`config.mk`:
```
export PLATFORM = sky130hd
export DESIGN_NAME = zx_mem_arbiter
export DESIGN_NICKNAME = d
export VERILOG_FILES = /design/src/rtl/zx_mem_pkg.sv /design/src/rtl/zx_arb_pick.sv /design/src/rtl/zx_mem_arbiter.sv
export SDC_FILE = /design/constraint.sdc
export NUM_CORES = 1
export LEC_CHECK = 0
export BUFFER_PORTS_ARGS = -buffer_cell sky130_fd_sc_hd__buf_2
export CAP_MARGIN = 20
export CORE_MARGIN = 2
export CORE_UTILIZATION = 30
export CTS_CLUSTER_SIZE = 30
export DETAILED_ROUTE_END_ITERATION = 8
export GPL_TIMING_DRIVEN = 0
export HOLD_SLACK_MARGIN = 0.12
export PLACE_DENSITY_LB_ADDON = 0.3
export SLEW_MARGIN = 10
export SYNTH_ARGS = -nofsm -noshare
export SYNTH_HDL_FRONTEND = slang
export SYNTH_SLANG_ARGS = --single-unit
```
`constraint.sdc`:
```
create_clock -name clk_sys -period 2.25 [get_ports clk_sys]
set_input_delay 0 -clock clk_sys [delete_from_list [all_inputs] [get_ports clk_sys]]
set_output_delay 0 -clock clk_sys [all_outputs]
set_load 0.02 [all_outputs]
```
`src/rtl/zx_mem_pkg.sv`:
```
// Shared types for the SDRAM port arbiter: FSM states, requester ids, idle read value.
package zx_mem_pkg;

  typedef enum logic [1:0] {IDLE, ISSUE, SETTLE, WAIT} arb_state_t;

  typedef enum logic [1:0] {REQ_NONE, REQ_CPU, REQ_VID, REQ_DMA} requester_t;

  localparam logic [7:0] RDATA_DEFAULT = 8'hFF;

endpackage

```
`src/rtl/zx_arb_pick.sv`:
```
// Combinational winner select: CPU > VID > DMA, with DMA forced once the
// starvation count has reached its limit.
module zx_arb_pick
  import zx_mem_pkg::*;
#(
  parameter int STARVE_LIM = 4,
  parameter int SW         = 3
) (
  input  logic          cpu_req,
  input  logic          vid_req,
  input  logic          dma_req,
  input  logic [SW-1:0] starve_cnt,
  output requester_t    pick
);

  always_comb begin
    if (dma_req && (starve_cnt == SW'(STARVE_LIM))) pick = REQ_DMA;
    else if (cpu_req)                                pick = REQ_CPU;
    else if (vid_req)                                pick = REQ_VID;
    else if (dma_req)                                pick = REQ_DMA;
    else                                             pick = REQ_NONE;
  end

endmodule

```
`src/rtl/zx_mem_arbiter.sv`:
```
// Three-way SDRAM port arbiter (CPU, video CHR fetch, tape DMA): IDLE->ISSUE->SETTLE->WAIT,
// ack registered one cycle after ready/timeout. ZX_ARB_STATS_EN adds per-requester grant counters.
module zx_mem_arbiter
  import zx_mem_pkg::*;
#(
  parameter int STARVE_LIM  = 4,
  parameter int TIMEOUT_CYC = 64,
  parameter int AW          = 16
) (
  input  logic          clk_sys,
  input  logic          reset,
  input  logic          cpu_req,
  input  logic          cpu_we,
  input  logic [AW-1:0] cpu_addr,
  input  logic [7:0]    cpu_wdata,
  output logic          cpu_ack,
  output logic [7:0]    cpu_rdata,
  input  logic          vid_req,
  input  logic [AW-1:0] vid_addr,
  output logic          vid_ack,
  output logic [7:0]    vid_rdata,
  input  logic          dma_req,
  input  logic [AW-1:0] dma_addr,
  input  logic [7:0]    dma_wdata,
  output logic          dma_ack,
  output logic [AW-1:0] mem_addr,
  output logic [7:0]    mem_din,
  output logic          mem_rd,
  output logic          mem_we,
  input  logic [7:0]    mem_dout,
  input  logic          mem_ready,
  output logic          busy,
  output logic          timeout_err
`ifdef ZX_ARB_STATS_EN
  ,
  output logic [15:0]   stat_cpu,
  output logic [15:0]   stat_vid,
  output logic [15:0]   stat_dma
`endif
);

  localparam int SW = $clog2(STARVE_LIM + 1);
  localparam int WW = $clog2(TIMEOUT_CYC + 1);

  arb_state_t    state_q, state_d;
  requester_t    grant_q, grant_d, pick;
  logic          we_q, we_d;
  logic [AW-1:0] mem_addr_q, mem_addr_d;
  logic [7:0]    mem_din_q, mem_din_d;
  logic          mem_rd_q, mem_rd_d, mem_we_q, mem_we_d;
  logic          cpu_ack_q, cpu_ack_d, vid_ack_q, vid_ack_d, dma_ack_q, dma_ack_d;
  logic [7:0]    cpu_rdata_q, cpu_rdata_d, vid_rdata_q, vid_rdata_d;
  logic          done_q, done_d;
  logic [WW-1:0] wcnt_q, wcnt_d;
  logic [SW-1:0] starve_q, starve_d;
  logic          terr_q, terr_d;
  logic          sel_we;
  logic [7:0]    fin_data;
`ifdef ZX_ARB_STATS_EN
  logic [15:0]   stat_cpu_q, stat_cpu_d, stat_vid_q, stat_vid_d, stat_dma_q, stat_dma_d;
`endif

  zx_arb_pick #(.STARVE_LIM(STARVE_LIM), .SW(SW)) u_pick (
    .cpu_req    (cpu_req),
    .vid_req    (vid_req),
    .dma_req    (dma_req),
    .starve_cnt (starve_q),
    .pick       (pick)
  );

  assign sel_we   = (pick == REQ_DMA) || ((pick == REQ_CPU) && cpu_we);
  assign fin_data = mem_ready ? mem_dout : RDATA_DEFAULT;

  always_comb begin
    state_d     = state_q;
    grant_d     = grant_q;
    we_d        = we_q;
    mem_addr_d  = mem_addr_q;
    mem_din_d   = mem_din_q;
    mem_rd_d    = 1'b0;
    mem_we_d    = 1'b0;
    cpu_ack_d   = 1'b0;
    vid_ack_d   = 1'b0;
    dma_ack_d   = 1'b0;
    cpu_rdata_d = cpu_rdata_q;
    vid_rdata_d = vid_rdata_q;
    done_d      = 1'b0;
    wcnt_d      = wcnt_q;
    starve_d    = dma_req ? starve_q : '0;
    terr_d      = terr_q;
`ifdef ZX_ARB_STATS_EN
    stat_cpu_d  = stat_cpu_q;
    stat_vid_d  = stat_vid_q;
    stat_dma_d  = stat_dma_q;
`endif
    case (state_q)
      IDLE: begin
        // done_q marks the ack cycle; requests there are stale by definition
        if (!done_q && (pick != REQ_NONE) && mem_ready) begin
          state_d  = ISSUE;
          grant_d  = pick;
          we_d     = sel_we;
          mem_rd_d = !sel_we;
          mem_we_d = sel_we;
          case (pick)
            REQ_CPU: begin mem_addr_d = cpu_addr; mem_din_d = cpu_wdata; end
            REQ_VID: begin mem_addr_d = vid_addr; mem_din_d = 8'h00;     end
            default: begin mem_addr_d = dma_addr; mem_din_d = dma_wdata; end
          endcase
          if (pick == REQ_DMA || !dma_req)       starve_d = '0;
          else if (starve_q != SW'(STARVE_LIM)) starve_d = starve_q + SW'(1);
        end
      end
      ISSUE:  state_d = SETTLE;
      SETTLE: begin
        state_d = WAIT;
        wcnt_d  = WW'(1);
      end
      WAIT: begin
        if (mem_ready || (wcnt_q == WW'(TIMEOUT_CYC))) begin
          state_d = IDLE;
          done_d  = 1'b1;
          if (!mem_ready) terr_d = 1'b1;
          case (grant_q)
            REQ_CPU: if (cpu_req) begin
              cpu_ack_d = 1'b1;
              if (!we_q) cpu_rdata_d = fin_data;
            end
            REQ_VID: if (vid_req) begin
              vid_ack_d   = 1'b1;
              vid_rdata_d = fin_data;
            end
            REQ_DMA: if (dma_req) dma_ack_d = 1'b1;
            default: ;
          endcase
`ifdef ZX_ARB_STATS_EN
          case (grant_q)
            REQ_CPU: stat_cpu_d = stat_cpu_q + 16'd1;
            REQ_VID: stat_vid_d = stat_vid_q + 16'd1;
            REQ_DMA: stat_dma_d = stat_dma_q + 16'd1;
            default: ;
          endcase
`endif
        end else begin
          wcnt_d = wcnt_q + WW'(1);
        end
      end
      default: state_d = IDLE;
    endcase
  end

  always_ff @(posedge clk_sys) begin
    if (reset) begin
      state_q     <= IDLE;
      grant_q     <= REQ_NONE;
      we_q        <= 1'b0;
      mem_addr_q  <= '0;
      mem_din_q   <= 8'h00;
      mem_rd_q    <= 1'b0;
      mem_we_q    <= 1'b0;
      cpu_ack_q   <= 1'b0;
      vid_ack_q   <= 1'b0;
      dma_ack_q   <= 1'b0;
      cpu_rdata_q <= RDATA_DEFAULT;
      vid_rdata_q <= RDATA_DEFAULT;
      done_q      <= 1'b0;
      wcnt_q      <= '0;
      starve_q    <= '0;
      terr_q      <= 1'b0;
`ifdef ZX_ARB_STATS_EN
      stat_cpu_q  <= 16'd0;
      stat_vid_q  <= 16'd0;
      stat_dma_q  <= 16'd0;
`endif
    end else begin
      state_q     <= state_d;
      grant_q     <= grant_d;
      we_q        <= we_d;
      mem_addr_q  <= mem_addr_d;
      mem_din_q   <= mem_din_d;
      mem_rd_q    <= mem_rd_d;
      mem_we_q    <= mem_we_d;
      cpu_ack_q   <= cpu_ack_d;
      vid_ack_q   <= vid_ack_d;
      dma_ack_q   <= dma_ack_d;
      cpu_rdata_q <= cpu_rdata_d;
      vid_rdata_q <= vid_rdata_d;
      done_q      <= done_d;
      wcnt_q      <= wcnt_d;
      starve_q    <= starve_d;
      terr_q      <= terr_d;
`ifdef ZX_ARB_STATS_EN
      stat_cpu_q  <= stat_cpu_d;
      stat_vid_q  <= stat_vid_d;
      stat_dma_q  <= stat_dma_d;
`endif
    end
  end

  assign mem_addr    = mem_addr_q;
  assign mem_din     = mem_din_q;
  assign mem_rd      = mem_rd_q;
  assign mem_we      = mem_we_q;
  assign cpu_ack     = cpu_ack_q;
  assign vid_ack     = vid_ack_q;
  assign dma_ack     = dma_ack_q;
  assign cpu_rdata   = cpu_rdata_q;
  assign vid_rdata   = vid_rdata_q;
  assign busy        = (state_q != IDLE);
  assign timeout_err = terr_q;
`ifdef ZX_ARB_STATS_EN
  assign stat_cpu    = stat_cpu_q;
  assign stat_vid    = stat_vid_q;
  assign stat_dma    = stat_dma_q;
`endif

endmodule

```
==> results.cfg, run 1 <==
[clock_tree]
clock_path_buffers = 2
clk_latency_ns = 0.35
clock_sinks = 62
htreeDepth = 3
cts_tree = yes
numCtsBuffers = 9
path_clk_slew_ns = 0.07
ctsRootBufferMaster = clkbuf_8

[logic_synthesis]
synth.distinct_cells = 44
post_synth_and_or_nand_nor_area_fraction_pct = 20.4
synth_xor_area_share_pct = 0
synth_top_area_share_pct = 42.2
muxShareOfSynthArea_pct = 1.36
async_reset_ff_share_pct = 0
ys.flop_type = dfxtp_1
ys_warn_count = 0
synth_fa_ha_area_share_pct = 5.10
syn_area_um2 = 2940
synth_top_family_by_area = compound AO/OA/AOI/OAI gates
syn_nets = 450
synth_edf_count = 0
syn_area_per_cell_um2 = 8.20
synth_cells = 359
synth_seq_cells = 62
yosysTopAreaCell = dfxtp_1
synthTopCellsByArea = dfxtp_1 (42%), nand2_1 (8.8%), a21oi_1 (6.1%)
synth_seq_area_share_pct = 42.2
synth_compound_area_share_pct = 26.4

[setup_path]
crit_fanout = 5
crit_required_ns = 2.49
start_kind = flip-flop
path_depth = 11
cp_top_family = compound AO/OA/AOI/OAI gates
crit_path_end_kind = flip-flop
reg2regPathDepth = 11
worstSetupPathType = flip-flop to flip-flop
cpMaxStageDelayCell = dfxtp_2
cpMostUsedCell = ha_2
cpPeakStageDelay_ns = 0.34
worstPathArrival_ns = 2.39
cp_num_buf_inv = 3
path_cells = inv_1, ha_2, a21boi_1, o22ai_2, inv_2, ha_2, nor4bb_4, buf_4, o21ai_0, a32oi_1, nor2_1

[placed_design]
dp_hpwl_mm = 6.54
dp.cells = 617
io_buffers = 125
place.gp.congestion = 0.814

[timing]
period_needed_ns = 2.15
post-route-period-util_pct = 95.6
slew_headroom_pct = 65.8
max_slew.worst_pin.slew_ns = 0.513
maxSlewViolCount = 0
fin_tns_setup_ns = 0
setup_viol = 0
skew_ns = 0.00903
timing.fmax_mhz = 465
fin_hold_ws_ns = 0.118
final-hold-violation-count = 0

[routing]
ant_nets = 0
first_pass_iters = 4
wirelength_mm = 9.72
wl_per_cell_um = 13.9
drc = 0
dr_total_vias = 3331
vias_per_cell = 4.77
drtIter0Drc = 109

[pwr]
design_power_total_mw = 3.52
p_leak_nw = 2.07
ir_drop_uv = 385
powerDensity_nw_per_um2 = 746

[final_layout]
utilization_pct = 49.0
instances_no_fill = 699
drive_gt1_share_pct = 33.6
layout.nets = 652
final_common_cell = buf_2
final_cell_mix = buf_2 (127), nand2_1 (67), dlygate4sd3_1 (64), dfxtp_1 (61), a21oi_1 (35)
diodes = 0
area_growth_pct = 60.5

[global_route]
grt_first_pass_wirelength_mm = 15.1
grt_max_degree = 12
antenna_found_initial = 0
grt_pass1_vias = 3212
gr-total-overflow = 0
grt_use_total_pct = 18.5

[floorplan]
die_area_um2 = 10600
die_y_um = 103
pin_count = 126
coreArea_um2 = 9640
std_cell_rows = 36
die_w_um = 103
initial_utilization_pct = 30.5

[hold_path]
hp-class = input port to flip-flop
hold_depth = 5

[run_status]
status = completed

[job]
cap_violations = 0
[layout make-up]
cell class,count,area [µm²]
clock inverter,6,61.3
inverter,12,45.0
sequential,62,1240
timing repair buffer,193,1290
tap,133,166
clock buffer,10,138
buffer,21,126
fill,945,4920
multi-input combinational,262,1650
[worst reg2reg max path: stages, from the launching register on]
cell	delay, ns
dfxtp_2	0.34
inv_1	0.07
ha_2	0.21
a21boi_1	0.08
o22ai_2	0.21
inv_2	0.07
ha_2	0.21
nor4bb_4	0.29
buf_4	0.20
o21ai_0	0.10
a32oi_1	0.20
nor2_1	0.06
[where the power goes]
| part | internal [mW] | leakage, nW | total (mW) | switching [mW] |
|---|---|---|---|---|
| combinational | 0.529 | 1.46 | 1.23 | 0.698 |
| clock | 0.537 | 0.102 | 0.989 | 0.452 |
| sequential | 1.23 | 0.505 | 1.31 | 0.0790 |
| total | 2.29 | 2.07 | 3.52 | 1.23 |
[worst paths after layout]
check | slack [ns] | start | to
setup reg to reg | 0.1 | starve_q[0]$_SDFF_PP0_ | starve_q[0]$_SDFF_PP0_
hold reg to reg | 0.45 | mem_addr[10]$_SDFFE_PP0P_ | mem_addr[10]$_SDFFE_PP0P_
setup / recovery | 0.1 | starve_q[0]$_SDFF_PP0_ | starve_q[0]$_SDFF_PP0_
hold / removal | 0.12 | cpu_addr[3] | mem_addr[3]$_SDFFE_PP0P_
[sequential cells by signal (all words and copies together), names as in the netlist, 2 cells and up]
name / cells
vid_rdata: 8
starve_q: 3
mem_addr: 16
cpu_rdata: 8
mem_din: 8
wcnt_q: 7
grant_q: 2
state_q: 2
[what timing repair did]
item,CTS,global route
pin swaps,1,5
hold endpoints to repair,49,0
gates cloned,0,1
setup buffers,2,1
hold buffers,64,0
resized for setup,24,27
endpoints found under the setup margin,34,34
[synthesized netlist by cell type, types with 2 or more instances]
cell,n
a211oi_1,3
a21boi_0,3
a21oi_1,36
a221oi_1,5
a22oi_1,16
a31oi_1,2
buf_2,2
clkbuf_1,19
dfxtp_1,62
ha_1,12
inv_1,12
mux2i_1,4
nand2_1,69
nand2b_1,6
nand3_1,4
nand3b_1,2
nand4_1,3
nor2_1,24
nor2b_1,3
nor3_1,9
nor3b_1,4
o211ai_1,3
o21ai_0,20
o21ba_2,2
o21bai_1,8
o22a_2,8
[metrics by stage]
step / area (µm²) / setup slack, ns
5_1_grt: 4720 / -0.0267
4_1_cts: 4640 / 0.00231
6_report: 4720 / 0.0988
2_1_floorplan: 2940 / 0.0954
3_5_place_dp: 3730 / -0.468
3_3_place_gp: 3730 / -0.403
[logic make-up after synthesis]
kind of cell / count (synthesis)
simple gates: 132
compound gates: 114
flops: 62
buf+inv: 35
fa+ha+maj: 12
mux: 4
[layer usage]
layer	GRT usage, %	share of wire [%]
met5	0	0
met4	5.97	1.3
met3	6.44	6.6
met2	30.9	48
met1	22.3	44
(Power assumes the default switching activity.)
==> run 2, diff against run 1 <==
--- a/config.mk
+++ b/config.mk
@@ -11,8 +11,6 @@
 export CORE_UTILIZATION = 30
 export CTS_CLUSTER_SIZE = 30
 export DETAILED_ROUTE_END_ITERATION = 8
-export GPL_TIMING_DRIVEN = 0
-export HOLD_SLACK_MARGIN = 0.12
 export PLACE_DENSITY_LB_ADDON = 0.3
 export SLEW_MARGIN = 10
 export SYNTH_ARGS = -nofsm -noshare
==> results.cfg, run 2 (same netlist as run 1, synthesis figures left out) <==
[run_status]
status = completed

[setup_path]
worstSetupPathType = flip-flop to flip-flop
crit_fanout = 4
crit_path_end_kind = flip-flop
crit_path_start = starve_q[1]$_SDFF_PP0_
start_kind = flip-flop
worstReg2RegStart = starve_q[1]$_SDFF_PP0_
crit_required_ns = 2.47
worstPathArrival_ns = 2.36

[clock_tree]
ctsRootBufferMaster = clkbuf_8
htreeDepth = 3
clock_sinks = 62
clk_latency_ns = 0.34
cts_tree = yes
path_clk_slew_ns = 0.08
numCtsBuffers = 9
clock_path_buffers = 2

[timing]
slew_headroom_pct = 62.9
period_needed_ns = 2.14
fin_hold_ws_ns = 0.0161
timing.fmax_mhz = 467
max_slew.worst_pin.slew_ns = 0.556
skew_ns = 0.00981
final-hold-violation-count = 0
maxSlewViolCount = 0
setup_viol = 0
post-route-period-util_pct = 95.2

[global_route]
grt_first_pass_wirelength_mm = 13.8
globalRoute.busiestLayer = met2
antenna_found_initial = 0
gr-total-overflow = 0
grt_use_total_pct = 16.6
use_met1_pct = 19.8
grt_pass1_vias = 2967
grt_use_met2_pct = 27.0
use_met3_pct = 5.02
grt_max_degree = 39

[routing]
dr_total_vias = 3108
drc = 0
first_pass_iters = 4
ant_nets = 0
drtIter0Drc = 148
wl_per_cell_um = 13.5
wirelength_mm = 8.76
vias_per_cell = 4.80

[placed_design]
dp_hpwl_mm = 5.94
place.gp.congestion = 0.845
place_area_um2 = 3770
io_buffers = 125

[floorplan]
initial_utilization_pct = 30.5
std_cell_rows = 36
die_w_um = 103
pin_count = 126
die_y_um = 103
die_area_um2 = 10600
coreArea_um2 = 9640

[final_layout]
drive_gt1_share_pct = 35.5
utilization_pct = 44.3
area_growth_pct = 45.0
final_common_cell = buf_2
diodes = 0
final_cell_area_um2 = 4270
layout.nets = 601
largest_register_ffs = 16
final_cell_mix = buf_2 (125), nand2_1 (68), dfxtp_1 (60), a21oi_1 (35), nor2_1 (24)

[pwr]
ir_drop_uv = 301
p_leak_nw = 1.88
design_power_total_mw = 3.40
p_clk_share_pct = 25.7
combPwrFrac_pct = 36.0
power.internal_mw = 2.19
powerDensity_nw_per_um2 = 798
switching_share_pct = 35.7
p_sw_mw = 1.21
power_frac_seq_pct = 38.3

[job]
cap_violations = 0

[hold_path]
hp-start = cpu_wdata[2]
hp-class = input port to flip-flop
-- run 2: cell count changes in the layout (fill, tap and decap cells not counted), sizes merged --
cell and delta:
buf +4, bufinv -1, clkbuf -11, clkinv -1, clkinvlp +2, dlygate4sd3 -44
-- run 2: through the flow --
step	setup TNS, ns	worst slack [ns]	cells
floorplan	0	0.0954	359
global placement	0	0.0953	606
detailed placement	0	0.0107	606
CTS	0	0.0101	642
global route	-0.141	-0.0625	648
finish	0	0.108	648
-- run 2: worst paths after layout --
kind,end,slack [ns],depth (start not counted)
worst max-delay path,starve_q[0]$_SDFF_PP0_,0.11,12
worst min-delay path,mem_din[2]$_SDFFE_PP0P_,0.02,5
worst max register to register,starve_q[0]$_SDFF_PP0_,0.11,12
worst min register to register,mem_addr[2]$_SDFFE_PP0P_,0.46,2
-- run 2: final cells by class --
class / instances / area (µm²)
sequential: 62 / 1240
timing repair buffer: 163 / 1030
tap: 133 / 166
inverter: 12 / 45.0
fill: 981 / 5370
clock buffer: 10 / 138
clock inverter: 6 / 37.5
multi-input combinational: 262 / 1610
-- run 2: layer usage --
layer / vias to the layer above / wire [µm]
li1: 1566 / -
met1: 1413 / 3890
met2: 117 / 4110
met3: 12 / 631
met4: 0 / 135
met5: - / 0
-- run 2: power by group through the flow --
stage / Sequential [mW] / Clock [mW] / Combinational [mW]
2_1_floorplan: 1.42 / 0 / 0.582
3_3_place_gp: 1.33 / 0 / 1.05
3_5_place_dp: 1.33 / 0 / 1.08
4_1_cts: 1.30 / 0.908 / 1.11
5_1_grt: 1.32 / 0.967 / 1.36
6_report: 1.30 / 0.875 / 1.23
-- run 2: worst max-delay path, cell delays in order, from the launching register on --
cell and delay [ns]:
dfxtp_2 0.32, inv_1 0.05, ha_2 0.19, a21boi_1 0.07
o22ai_1 0.15, inv_1 0.08, ha_2 0.18, buf_4 0.13
nor4bb_4 0.31, buf_6 0.18, o21ai_1 0.08, a32oi_1 0.20
nor2_1 0.08
-- run 2: what timing repair did --
item,CTS,global route
endpoints found under the hold margin,23,0
pin swaps,0,5
gates cloned,0,2
hold buffers,20,0
setup buffers,0,4
gates resized for setup,1,14
endpoints found under the setup margin,2,33
